File: src/rtl/mem_arbiter.sv
// Two-requester (fetch / data) arbiter for a single shared memory port with wait timeout.
// Optional macro MEM_ARB_RR_EN: alternate grants on simultaneous requests instead of data-first.
module mem_arbiter #(
    parameter int unsigned TIMEOUT = 255
) (
    input  logic        clk,
    input  logic        reset,
    input  logic        if_req,
    input  logic [31:0] if_addr,
    output logic [31:0] if_rdata,
    output logic        if_valid,
    input  logic        d_req,
    input  logic        d_we,
    input  logic [31:0] d_addr,
    input  logic [31:0] d_wdata,
    input  logic [2:0]  d_funct3,
    output logic [31:0] d_rdata,
    output logic        d_valid,
    output logic        mem_en,
    output logic        mem_we,
    output logic [31:0] mem_addr,
    output logic [31:0] mem_wdata,
    output logic [2:0]  mem_funct3,
    input  logic [31:0] mem_rdata,
    input  logic        mem_ready,
    output logic        stall_f,
    output logic        stall_m,
    output logic        err
);

    typedef enum logic [1:0] {IDLE, BUSY_I, BUSY_D} state_t;

    localparam logic [9:0] LP_CNT_LAST = 10'(TIMEOUT - 1);

    state_t      r_state;
    state_t      w_next;
    logic [9:0]  r_cnt;
    logic [31:0] r_addr;
    logic [31:0] r_wdata;
    logic [2:0]  r_funct3;
    logic        r_we;
    logic [31:0] r_if_rdata;
    logic [31:0] r_d_rdata;
    logic        r_if_valid;
    logic        r_d_valid;
    logic        r_err;

    logic        w_if_pend;
    logic        w_d_pend;
    logic        w_grant_i;
    logic        w_grant_d;
    logic        w_busy;
    logic        w_done;
    logic        w_tmo;

    // A requester whose valid is pulsing this cycle is finishing, not asking again.
    assign w_if_pend = if_req & ~r_if_valid;
    assign w_d_pend  = d_req & ~r_d_valid;

`ifdef MEM_ARB_RR_EN
    logic r_last_d;

    assign w_grant_d = w_d_pend & (~w_if_pend | ~r_last_d);

    always_ff @(posedge clk or negedge reset) begin
        if (!reset) begin
            r_last_d <= 1'b0;
        end else if (r_state == IDLE && (w_grant_d || w_grant_i)) begin
            r_last_d <= w_grant_d;
        end
    end
`else
    assign w_grant_d = w_d_pend;
`endif

    assign w_grant_i = w_if_pend & ~w_grant_d;
    assign w_busy    = (r_state != IDLE);
    assign w_done    = w_busy & mem_ready;
    assign w_tmo     = w_busy & ~mem_ready & (r_cnt == LP_CNT_LAST);

    always_comb begin
        w_next = r_state;
        case (r_state)
            IDLE: begin
                if (w_grant_d) begin
                    w_next = BUSY_D;
                end else if (w_grant_i) begin
                    w_next = BUSY_I;
                end
            end
            BUSY_I, BUSY_D: begin
                if (w_done || w_tmo) begin
                    w_next = IDLE;
                end
            end
            default: w_next = IDLE;
        endcase
    end

    always_ff @(posedge clk or negedge reset) begin
        if (!reset) begin
            r_state <= IDLE;
        end else begin
            r_state <= w_next;
        end
    end

    always_ff @(posedge clk or negedge reset) begin
        if (!reset) begin
            r_cnt      <= '0;
            r_addr     <= '0;
            r_wdata    <= '0;
            r_funct3   <= '0;
            r_we       <= 1'b0;
            r_if_rdata <= '0;
            r_d_rdata  <= '0;
            r_if_valid <= 1'b0;
            r_d_valid  <= 1'b0;
            r_err      <= 1'b0;
        end else begin
            r_if_valid <= 1'b0;
            r_d_valid  <= 1'b0;
            if (r_state == IDLE) begin
                r_cnt <= '0;
                if (w_grant_d) begin
                    r_addr   <= d_addr;
                    r_wdata  <= d_wdata;
                    r_funct3 <= d_funct3;
                    r_we     <= d_we;
                end else if (w_grant_i) begin
                    r_addr   <= if_addr;
                    r_wdata  <= '0;
                    r_funct3 <= 3'b010;
                    r_we     <= 1'b0;
                end
            end else if (w_done) begin
                if (r_state == BUSY_I) begin
                    r_if_rdata <= mem_rdata;
                    r_if_valid <= 1'b1;
                end else begin
                    if (!r_we) begin
                        r_d_rdata <= mem_rdata;
                    end
                    r_d_valid <= 1'b1;
                end
            end else if (w_tmo) begin
                r_err <= 1'b1;
                if (r_state == BUSY_I) begin
                    r_if_rdata <= '0;
                    r_if_valid <= 1'b1;
                end else begin
                    r_d_rdata <= '0;
                    r_d_valid <= 1'b1;
                end
            end else begin
                r_cnt <= r_cnt + 10'd1;
            end
        end
    end

    assign mem_en     = w_busy;
    assign mem_we     = w_busy & r_we;
    assign mem_addr   = r_addr;
    assign mem_wdata  = r_wdata;
    assign mem_funct3 = r_funct3;

    assign if_rdata = r_if_rdata;
    assign if_valid = r_if_valid;
    assign d_rdata  = r_d_rdata;
    assign d_valid  = r_d_valid;
    assign err      = r_err;

    assign stall_f = if_req & ~r_if_valid;
    assign stall_m = d_req & ~r_d_valid;

endmodule

File: config.mk
export PLATFORM = sky130hd
export DESIGN_NAME = mem_arbiter
export DESIGN_NICKNAME = d
export VERILOG_FILES = /design/src/rtl/mem_arbiter.sv
export SDC_FILE = /design/constraint.sdc
export NUM_CORES = 1
export LEC_CHECK = 0
export BUFFER_PORTS_ARGS = -buffer_cell sky130_fd_sc_hd__buf_2
export CORE_MARGIN = 2
export CORE_UTILIZATION = 46
export DETAILED_ROUTE_END_ITERATION = 8
export PLACE_DENSITY = 0.79
export SYNTH_ARGS = -nofsm -noshare
export SYNTH_HDL_FRONTEND = slang
export SYNTH_SLANG_ARGS = --single-unit
File: constraint.sdc
create_clock -name clk -period 2.1 [get_ports clk]
set_input_delay 0.315 -clock clk [delete_from_list [all_inputs] [get_ports clk]]
set_output_delay 0.315 -clock clk [all_outputs]
set_load 0.01 [all_outputs]
After elaboration in Yosys (flattened, before gate mapping)

Cells that the tools add are included.

Memories: 0
Register bits after elaboration: 147
Input port bits: 137
Logic and storage cells: 78
RAM bits: 0
Output and inout bits: 138
Memory bits (read-only): 0
Latch bits: 0

$mul: 0
Bitwise operators: 14
Multiplexer cells: 32
Reduce and logical (&&, ||, !) cells: 12
Eq/ne operators: 8
Div/mod/pow operators: 0
Add/sub/neg operators: 1
Shift operators: 0
$lt $le $gt $ge: 0

Operators with widths:

| operator                | number |
|---|---|
| $mux W32                | 13 |
| $mux W10                | 3 |
| $add A10 B1 Y10 const B | 1 |
| $eq A10 B8 Y1 const B   | 1 |
| $mux W1                 | 10 |
| $and A1 B1 Y1           | 7 |
| $not A1 Y1              | 7 |
| $mux W2                 | 3 |
| $mux W3                 | 2 |
| $reduce_and A2 Y1       | 3 |
| $reduce_and A3 Y1       | 2 |
| $reduce_bool A2 Y1      | 3 |
| $ne A2 B1 Y1 const B    | 2 |
| $ne A2 B2 Y1 const B    | 2 |
| $pmux W2 S2             | 1 |
| $reduce_and A4 Y1       | 1 |
| $ne A3 B3 Y1 const B    | 1 |
| $eq A2 B1 Y1 const B    | 1 |
| $eq A2 B2 Y1 const B    | 1 |
| $logic_not A2 Y1        | 1 |
| $reduce_or A2 Y1        | 1 |
| $logic_or A1 B1 Y1      | 1 |

Longest topological paths before layout

Gate-level depths: netlist (run 1).

Depth in word-level cells: 7
Gate-level depth with buffers: 8
Gate-level depth less buffers: 6

Least setup slack after synthesis (run 1)

Ideal clock, no wire load.

Path type: register to register
From: register r_state[0]
To: register r_d_rdata[10], in the netlist d_rdata[10]
Setup time: 0.121 ns
Buffers on the path: 2
Stages on the path, launching flop included: 9
Clock period less this slack: 1.773 ns
Slack: 0.327 ns
Required time: 1.979 ns
Data arrival time: 1.652 ns
Cell sequence: dfrtp_1 -> inv_1 -> ha_1 -> buf_4 -> and4bb_1 -> nand3_2 -> a21o_1 -> buf_6 -> a22o_1

Word-level cells in the longest chain between the ends: 5
Elaborated cells between the ends (all ways): 12
Classes of those cells: eq/ne: 2; mux: 1; bitwise: 5; reduce/logical: 4

RTL lines:

| item                                | RTL line | RTL |
|---|---|---|
| from (decl)                         | 35       | `state_t r_state;` |
| from (signal assigned)              | 104      | `r_state <= w_next;` |
| $reduce_bool A2 Y1                  | 77       | `assign w_busy = (r_state != IDLE);` |
| $and A1 B1 Y1 (2 in a row)          | 79       | `assign w_tmo = w_busy & ~mem_ready & (r_cnt == LP_CNT_LAST);` |
| $reduce_bool A2 Y1 (no source line) | -        |  |
| $reduce_and A4 Y1 (no source line)  | -        |  |
| to (signal assigned)                | 142      | `r_d_rdata <= mem_rdata;` |
| to (decl)                           | 43       | `logic [31:0] r_d_rdata;` |

Several ways; a longest one is shown, not always the timed one.
A chain may end at the register's enable or synchronous reset.

Worst setup path in the final report (run 1)

From: register r_state[1]
To: output port mem_en

Word-level cells in the longest chain between the ends: 1

RTL lines:

| item               | RTL line | RTL |
|---|---|---|
| $reduce_bool A2 Y1 | 77       |  |
| to (decl)          | 19       | `output logic mem_en,` |

No other way between the ends.

==> results, run 1 <==
- The run finished with clean final reports.
- The maximum fanout count along the critical path is 7.
- The final setup TNS is 0 ns.
- After detailed routing, the number of vias per cell comes to 5.19.
- OpenSTA, run right after detailed placement, puts the worst setup slack at 0.224 ns.
- The antenna violation net count after detailed routing is 0.
- The worst voltage drop across the vdd grid is 754 uV.
- The static leakage is 4.33 nW.
- Setup repair after global routing left no endpoint under its margin.
- After detailed placement, the design holds a cell count of 883.
- The hold violation count in the final report came to 0.
- The HPWL after detailed placement is 11000 um.
- In the routed design, unresolved DRC markers number 0.
- The count of cells in the finished layout, fillers not included, comes to 918.
- The post-layout worst setup margin is 0.196 ns.
- In this run the register-to-register setup slack is 0.20 ns.
- The clock root buffer is sky130_fd_sc_hd__clkbuf_16.
- The detailed-routing iteration count for the pre-antenna-repair pass is 5.
- The post-synthesis cell type with the largest combined area is sky130_fd_sc_hd__dfrtp_1.
- Setup violations remaining at the end of the flow were counted as 0.
- Input and output buffers added on the ports amount to 274.
- By area the synthesized netlist is led by sky130_fd_sc_hd__dfrtp_1 63%, sky130_fd_sc_hd__a22o_1 15%, sky130_fd_sc_hd__mux2i_1 5.5%.
- Counting flops and latches in the post-synthesis netlist gives 147.
- The warning count from the yosys run is 0.
- For this run the aggregate overflow at the end of global routing stands at 0.
- The top-level I/O count is 275.
- The via count of the first global-routing pass is 4635.
- The die is 117 um tall.
- Counting instances in the post-synthesis netlist gives the leading cell types as 147 x sky130_fd_sc_hd__dfrtp_1, 99 x sky130_fd_sc_hd__a22o_1, 37 x sky130_fd_sc_hd__nand2_1.
- The share of final-layout standard cells stronger than drive strength 1 is 44.4%.
- The mean area per synthesized cell is 12.9 sq um.
- The number of antenna violations at the first check in global routing came to 1.
- The number of clock buffers added by TritonCTS is 17.
- The H-tree generated during clock tree synthesis spans 4 levels.
- The first routing iteration left 290 violations.
- Synthesis handed over a netlist of 452 instances.
- The post-synth net total is 593.
- At the worst endpoint, the required time is 1.78 ns.
- The total chip power is 12.2 mW.
- STA classifies the critical path endpoint as an output port.
- The floorplan die width is 117 um.
- The deepest clock path buffer count is 2.
- Fill cells in the final layout number 1001.
- Subtracting the final worst setup slack from the clock period gives 1.90 ns.
- The starting density of the core is 46.7%.
- The signed area change from the synthesized netlist to the final layout is 37.9%.
- The TritonCTS clock tree is done.
- The number of vias after detailed routing is 4768.
- At the worst endpoint, the arrival time is 1.59 ns.
- Once layout is done, the placed cells without fillers occupy 8070 sq um.
- The setup fix buffers added after clock tree synthesis is 0.
- Across every metal layer, demand over resource in global routing totals 22.0%.
- The area fraction of the dominant cell type after synthesis is 62.9%.
- The count of flip-flops with a built-in enable after synthesis is 0.
- The sequential element share of the synthesized area is 62.9%.
- The max-cap violation count is 0.
- The full die area is 13600 sq um.
- The final weighted congestion in routability-driven placement is 0.835.
- The global-route wire length before repair is 23200 um.
- Dividing the detail-routed wire length by the instance count gives 16.9 um.
- The number of hold buffers added after CTS was 1.
- The clock arrives with 0.00992 ns of skew.
- Summing all placed instances gives a cell area of 7460 sq um.
- The worst setup path is of the flip-flop to output port kind.
- The final layout contains routed wiring with a total length of 15500 um.
- The worst max-slew margin expressed relative to the limit is 68.5%.
- For this run, the post-layout net count is 872.
- The site row count is 41.
- The number of different library cells in the post-synthesis netlist is 40.
- The most numerous cell in the Yosys netlist is sky130_fd_sc_hd__dfrtp_1.
- The ratio of total power to cell area is 1520 nW/um^2.
- Counting flops with an async set or reset pin after synthesis yields a share of 100%.
- For this design, the sink count on the clock tree is 147.
- The mapped netlist covers 5850 sq um.
- The floorplan step defined a core boundary enclosing 12500 sq um.
- The pin count of the biggest net entering global routing is 53.
- Among all flip-flop cells after synthesis, the most frequent one is sky130_fd_sc_hd__dfrtp_1.
- The number of cells upsized or downsized after cts is 0.
- The class of the tightest hold or removal check is input port to flip-flop.
- The post-route fraction of the period consumed by the critical path is 90.7%.
- Derived from the worst setup path, the maximum achievable clock frequency is 525 MHz.
- After clock tree synthesis, the clock-pin slew on the worst setup and hold paths is 0.06 ns.
- The sort of element at the start of the critical path is a flip-flop.
- The clock reaches the later pin of the worst-skew pair after 0.41 ns.
- The measured slew at the worst slew-check pin is 0.473 ns.
- The count of final max-slew check failures is 0.
[cell usage in the layout, fill, tap and decap left out, drive strengths merged]
cell type,Yosys,final
a21o,2,2
a21oi,6,6
a22o,99,99
a22oi,2,2
a31oi,2,2
and2,1,1
and3,3,3
and4,1,1
and4bb,2,2
buf,25,291
bufinv,0,2
clkbuf,7,22
clkinv,0,2
clkinvlp,0,3
dfrtp,147,147
diode,0,2
dlygate4sd3,0,1
ha,4,4
inv,8,11
mux2i,32,32
nand2,37,37
nand2b,4,4
nand3,4,4
nand4,1,1
nand4bb,2,2
nor2,4,4
nor2b,4,4
nor3,2,2
nor4,1,1
o2111a,1,1
o21ai,40,40
o22ai,1,1
o31ai,4,4
or2b,1,1
or3,1,1
or4,3,3
xnor2,1,1
[state kept, by name (all words and copies together), names as in the netlist]
register    count
r_cnt          10
d_rdata        32
if_rdata       32
r_we            1
r_state         2
if_valid        1
mem_funct3      3
d_valid         1
err             1
mem_addr       32
mem_wdata      32
[per-layer routing]
layer  share of wire, %  vias to the layer above  wire length (um)  GRT usage [%]
li1                   -                     2242                 -              -
met1                 41                     2312              6390           27.8
met5                  0                        -                 0              0
met4                1.3                        0               199           6.67
met3                7.1                       16              1090           5.60
met2                 50                      198              7790           37.4
[cell type report]
type                       instances  area, sq um  share of cell area [%]
antenna                            2         5.00                  0.0621
clock buffer                      22          464                    5.76
clock inverter                    10          123                    1.52
inverter                           8         30.0                   0.372
multi-input combinational        265         1970                    24.4
sequential                       147         3680                    45.6
tap                              172          215                    2.67
timing repair buffer             292         1580                    19.6
[worst max-delay path, cell delays in order (launching register included)]
cell and delay, ns:
sky130_fd_sc_hd__dfrtp_1 0.36, sky130_fd_sc_hd__inv_1 0.11, sky130_fd_sc_hd__ha_1 0.29, sky130_fd_sc_hd__buf_4 0.20, sky130_fd_sc_hd__inv_1 0.08, sky130_fd_sc_hd__buf_2 0.15
[power by group]
part           switching (mW)  internal [mW]  total, mW  leakage, nW
clock network            1.16           1.82       2.98        0.278
registers               0.689           4.03       4.72         1.86
logic                    2.43           2.10       4.52         2.19
[logic make-up (layout without fill, tap and decap cells)]
logic type / Yosys count / in the layout / synth area share [%]
AO/OA/AOI/OAI: 157 / 157 / 20.5
flip-flops: 147 / 147 / 62.9
AND/OR/NAND/NOR: 71 / 71 / 6.53
buffers and inverters: 40 / 332 / 3.59
multiplexers: 32 / 32 / 5.48
adder cells (fa/ha/maj): 4 / 4 / 0.856
XOR/XNOR: 1 / 1 / 0.150
other: 0 / 2 / 0
[worst paths after layout]
path / from / endpoint / depth (start not counted)
max: r_state[1]$_DFFE_PN0P_ / mem_en / 5
max in group asynchronous: reset / d_rdata[0]$_DFFE_PN0P_ / 3
min reg2reg: err$_DFFE_PN0P_ / err$_DFFE_PN0P_ / 1
min: d_wdata[1] / mem_wdata[1]$_DFFE_PN0P_ / 2
max reg2reg: r_state[1]$_DFFE_PN0P_ / r_cnt[7]$_DFFE_PN0P_ / 6
min in group asynchronous: reset / mem_addr[20]$_DFFE_PN0P_ / 2
[through the flow]
step                      hold slack, ns  util, %
after CTS                          0.106     64.4
after global routing               0.107     64.4
after global placement             0.279     59.6
after floorplan                   0.0194        -
after detailed placement           0.285     59.6
final                              0.116     64.4
Power figures use the tool's default switching activity.
==> run 2, diff against run 1 <==
--- a/config.mk
+++ b/config.mk
@@ -8,8 +8,10 @@
 export BUFFER_PORTS_ARGS = -buffer_cell sky130_fd_sc_hd__buf_2
 export CORE_MARGIN = 2
 export CORE_UTILIZATION = 46
+export CTS_CLUSTER_DIAMETER = 80
 export DETAILED_ROUTE_END_ITERATION = 8
 export PLACE_DENSITY = 0.79
+export REMOVE_ABC_BUFFERS = 1
 export SYNTH_ARGS = -nofsm -noshare
 export SYNTH_HDL_FRONTEND = slang
 export SYNTH_SLANG_ARGS = --single-unit
==> run 2 against run 1 <==
  * Sequential share of layout area grew 0.11 points
  * Worst hold slack lost 0.00080 ns
  * Clock power shrank 3%
  * Routed wire length grew 1.3%
  * Cell area shrank 0.23%
  * Global-route usage grew 0.96 points
  * Clock skew grew 0.0021 ns
  * Largest cell class unchanged
  * Largest power group unchanged
==> results, run 2 (synthesis results as in run 1) <==
- The run finished with clean final reports.
- The antenna diode count is 0 (-2).
- The min-delay analysis places its worst path in the category input port to flip-flop.
- The number of cells upsized or downsized after cts came to 0 (unchanged).
- The worst setup path is launched from a flip-flop.
- The depth of the most critical reg-to-reg path came to 6 (unchanged).
- The site row count was 41 (unchanged).
- The number of antenna violations at the first check in global routing was 0 (-1).
- The fill cell instance count of the final layout is 1018 (+1.7%).
- The full die area is 13600 sq um (unchanged).
- The number of CTS-inserted buffers is 17 (unchanged).
- The setup clock skew after layout is 0.0120 ns (+0.00212 ns).
- The global-route wire length before repair came to 23800 um (+2.6%).
- The post-route standard cell area excluding fillers came to 8050 sq um (-0.23%).
- CTS placed an instance of sky130_fd_sc_hd__clkbuf_16 at the clock tree root.
- The combined global-route utilization of all metal layers came to 22.9% (+0.96 points).
- The total setup violations reported at the end of the flow is 0 (unchanged).
- The data arrival time at the worst-slack endpoint is 1.65 ns (+0.06 ns).
- The worst voltage drop across the vdd grid is 874 uV (+16%).
- The final critical delay including setup and external delays is 1.97 ns (+0.0636 ns).
- The HPWL after detailed placement is 11400 um (+3.3%).
- The most critical setup path has its startpoint at r_state[1]$_DFFE_PN0P_.
- The final global-route overflow total is 0 (unchanged).
- The pin count of the biggest net entering global routing is 100 (+89%).
- The count of final max-slew check failures is 0 (unchanged).
- From synthesis to final layout, the design area changed by 37.6%.
- The number of non-filler instances in the completed layout is 916 (-0.22%).
- The final wirelength is 15700 um (+1.3%).
- The post-route fraction of the period consumed by the critical path is 93.7% (+3.0 points).
- The standard cell area after detailed placement is 7460 sq um (unchanged).
- The TritonCTS sink count is 147 (unchanged).
- TritonCTS built the clock tree.
- The measured slew at the worst slew-check pin is 0.378 ns (-0.0947 ns).
- The launch instance of the worst register-to-register path is r_state[1]$_DFFE_PN0P_.
- The top-level I/O count is 275 (unchanged).
- The worst flop-to-flop path endpoint is r_cnt[9]$_DFFE_PN0P_.
- In this run the most critical hold path is launched from d_wdata[12].
- The antenna violation net count after detailed routing is 0 (unchanged).
- The most common cell after layout, fill and taps aside is sky130_fd_sc_hd__buf_2.
- The worst path required time came to 1.78 ns (about the same).
- The final net count is 872 (unchanged).
- The post-layout worst setup margin is 0.132 ns (-0.0636 ns).
- The endpoint kind of the worst setup timing path is an output port.
- The post-route worst hold slack came to 0.116 ns (-0.000799 ns).
- The number of DRC markers in iteration 0 is 187 (-36%).
- Setup repair after global routing left no endpoint under its margin.
- The clock-pin slew on the worst setup and hold paths is 0.06 ns (about the same).
- The floorplan die width is 117 um (unchanged).
- The register-to-register path setup slack is 0.20 ns (about the same).
- The total chip power is 12.2 mW (-0.20%).
- The deepest clock path buffer count is 2 (unchanged).
- The maximum fanout count along the critical path is 9 (+2).
- The static leakage is 4.33 nW (about the same).
- The top cell types in the final layout, fill and taps aside, are 273 x sky130_fd_sc_hd__buf_2, 147 x sky130_fd_sc_hd__dfrtp_1, 99 x sky130_fd_sc_hd__a22o_1, 37 x sky130_fd_sc_hd__nand2_1, 32 x sky130_fd_sc_hd__mux2i_1.
- The core outline area is 12500 sq um (unchanged).
- The starting density of the core is 46.7% (unchanged).
- The total DRC errors in the routed layout is 0 (unchanged).
- The hold violation count in the final report is 0 (unchanged).
- The number of vias after detailed routing was 4794 (+0.55%).
- The ratio of total power to cell area is 1520 nW/um^2 (about the same).
- The average via count per standard cell came to 5.23 (+0.76%).
- The total placed cells including tap cells came to 883 (unchanged).
- The worst max-slew margin expressed relative to the limit is 74.8% (+6.3 points).
- The detailed-routing iteration count for the pre-antenna-repair pass came to 4 (-1).
- The max-cap violation count came to 0 (unchanged).
- The clock insertion delay at the later pin of the skew report is 0.41 ns (about the same).
- The die span in y is 117 um (unchanged).
- The share of final-layout standard cells stronger than drive strength 1 is 44.5% (+0.13 points).
- The wire length per cell after detailed routing is 17.1 um (+1.5%).
- The core occupancy in the finished layout is 64.3% (-0.15 points).
- The final weighted congestion in routability-driven placement was 0.822 (-1.6%).
- Following the worst setup path forward leads to its endpoint at mem_en.
- The highest clock frequency the design can meet is 508 MHz (-3.2%).
- The worst-case setup slack after placement is 0.217 ns (-0.00642 ns).
- The port buffer count is 274 (unchanged).
- The via count of the first global-routing pass is 4676 (+0.88%).
- The H-tree depth reported by CTS is 4 (unchanged).
- The critical path is of the flip-flop to output port type.
- The final setup TNS was 0 ns (unchanged).
[run 2: cell count changes in the layout (fill, tap and decap cells not counted), sizes merged]
cell      previous run  this run
clkinv               2         5
diode                2         0
bufinv               2         1
clkinvlp             3         2
inv                 11        10
[run 2: how the worst min path moves through the flow]
stage | end | cells past startpoint
after floorplan | d_rdata[0]$_DFFE_PN0P_ | 0
after global placement | mem_wdata[12]$_DFFE_PN0P_ | 1
after detailed placement | mem_wdata[12]$_DFFE_PN0P_ | 1
after CTS | mem_wdata[12]$_DFFE_PN0P_ | 2
after global routing | mem_funct3[2]$_DFFE_PN0P_ | 2
final | mem_wdata[12]$_DFFE_PN0P_ | 2
[run 2: report_power, final]
| group | internal, mW | leakage, nW | total (mW) | switching, mW |
|---|---|---|---|---|
| sequential | 4.03 | 1.86 | 4.73 | 0.700 |
| combinational | 2.11 | 2.19 | 4.56 | 2.45 |
| clock | 1.73 | 0.277 | 2.90 | 1.17 |
[run 2: area by class of cell]
| class | instances | area, sq um | area share (%) |
|---|---|---|---|
| tap | 172 | 215 | 2.67 |
| sequential | 147 | 3680 | 45.7 |
| inverter | 8 | 30.0 | 0.373 |
| clock inverter | 10 | 98.8 | 1.23 |
| multi-input combinational | 265 | 1970 | 24.5 |
| timing repair buffer | 292 | 1580 | 19.6 |
| clock buffer | 22 | 474 | 5.89 |
[run 2: critical path, stage by stage (launching register included)]
cell                      delay [ns]
sky130_fd_sc_hd__dfrtp_1        0.37
sky130_fd_sc_hd__inv_1          0.11
sky130_fd_sc_hd__ha_1           0.33
sky130_fd_sc_hd__buf_4          0.22
sky130_fd_sc_hd__inv_1          0.07
sky130_fd_sc_hd__buf_2          0.15
[run 2: what timing repair did]
| item | 4_1_cts | 5_1_grt |
|---|---|---|
| hold buffers | 1 | 0 |
| endpoints found under the hold margin | 37 | 0 |
| buffers inserted | 0 | 0 |
[run 2: routing by layer]
metal  GRT usage, %  wire length (um)  vias up
met5              0                 0        -
met4           7.53               224        0
met3           6.85              1120       17
met2           37.1              7720      198
met1           29.9              6610     2349
li1               -                 -     2230
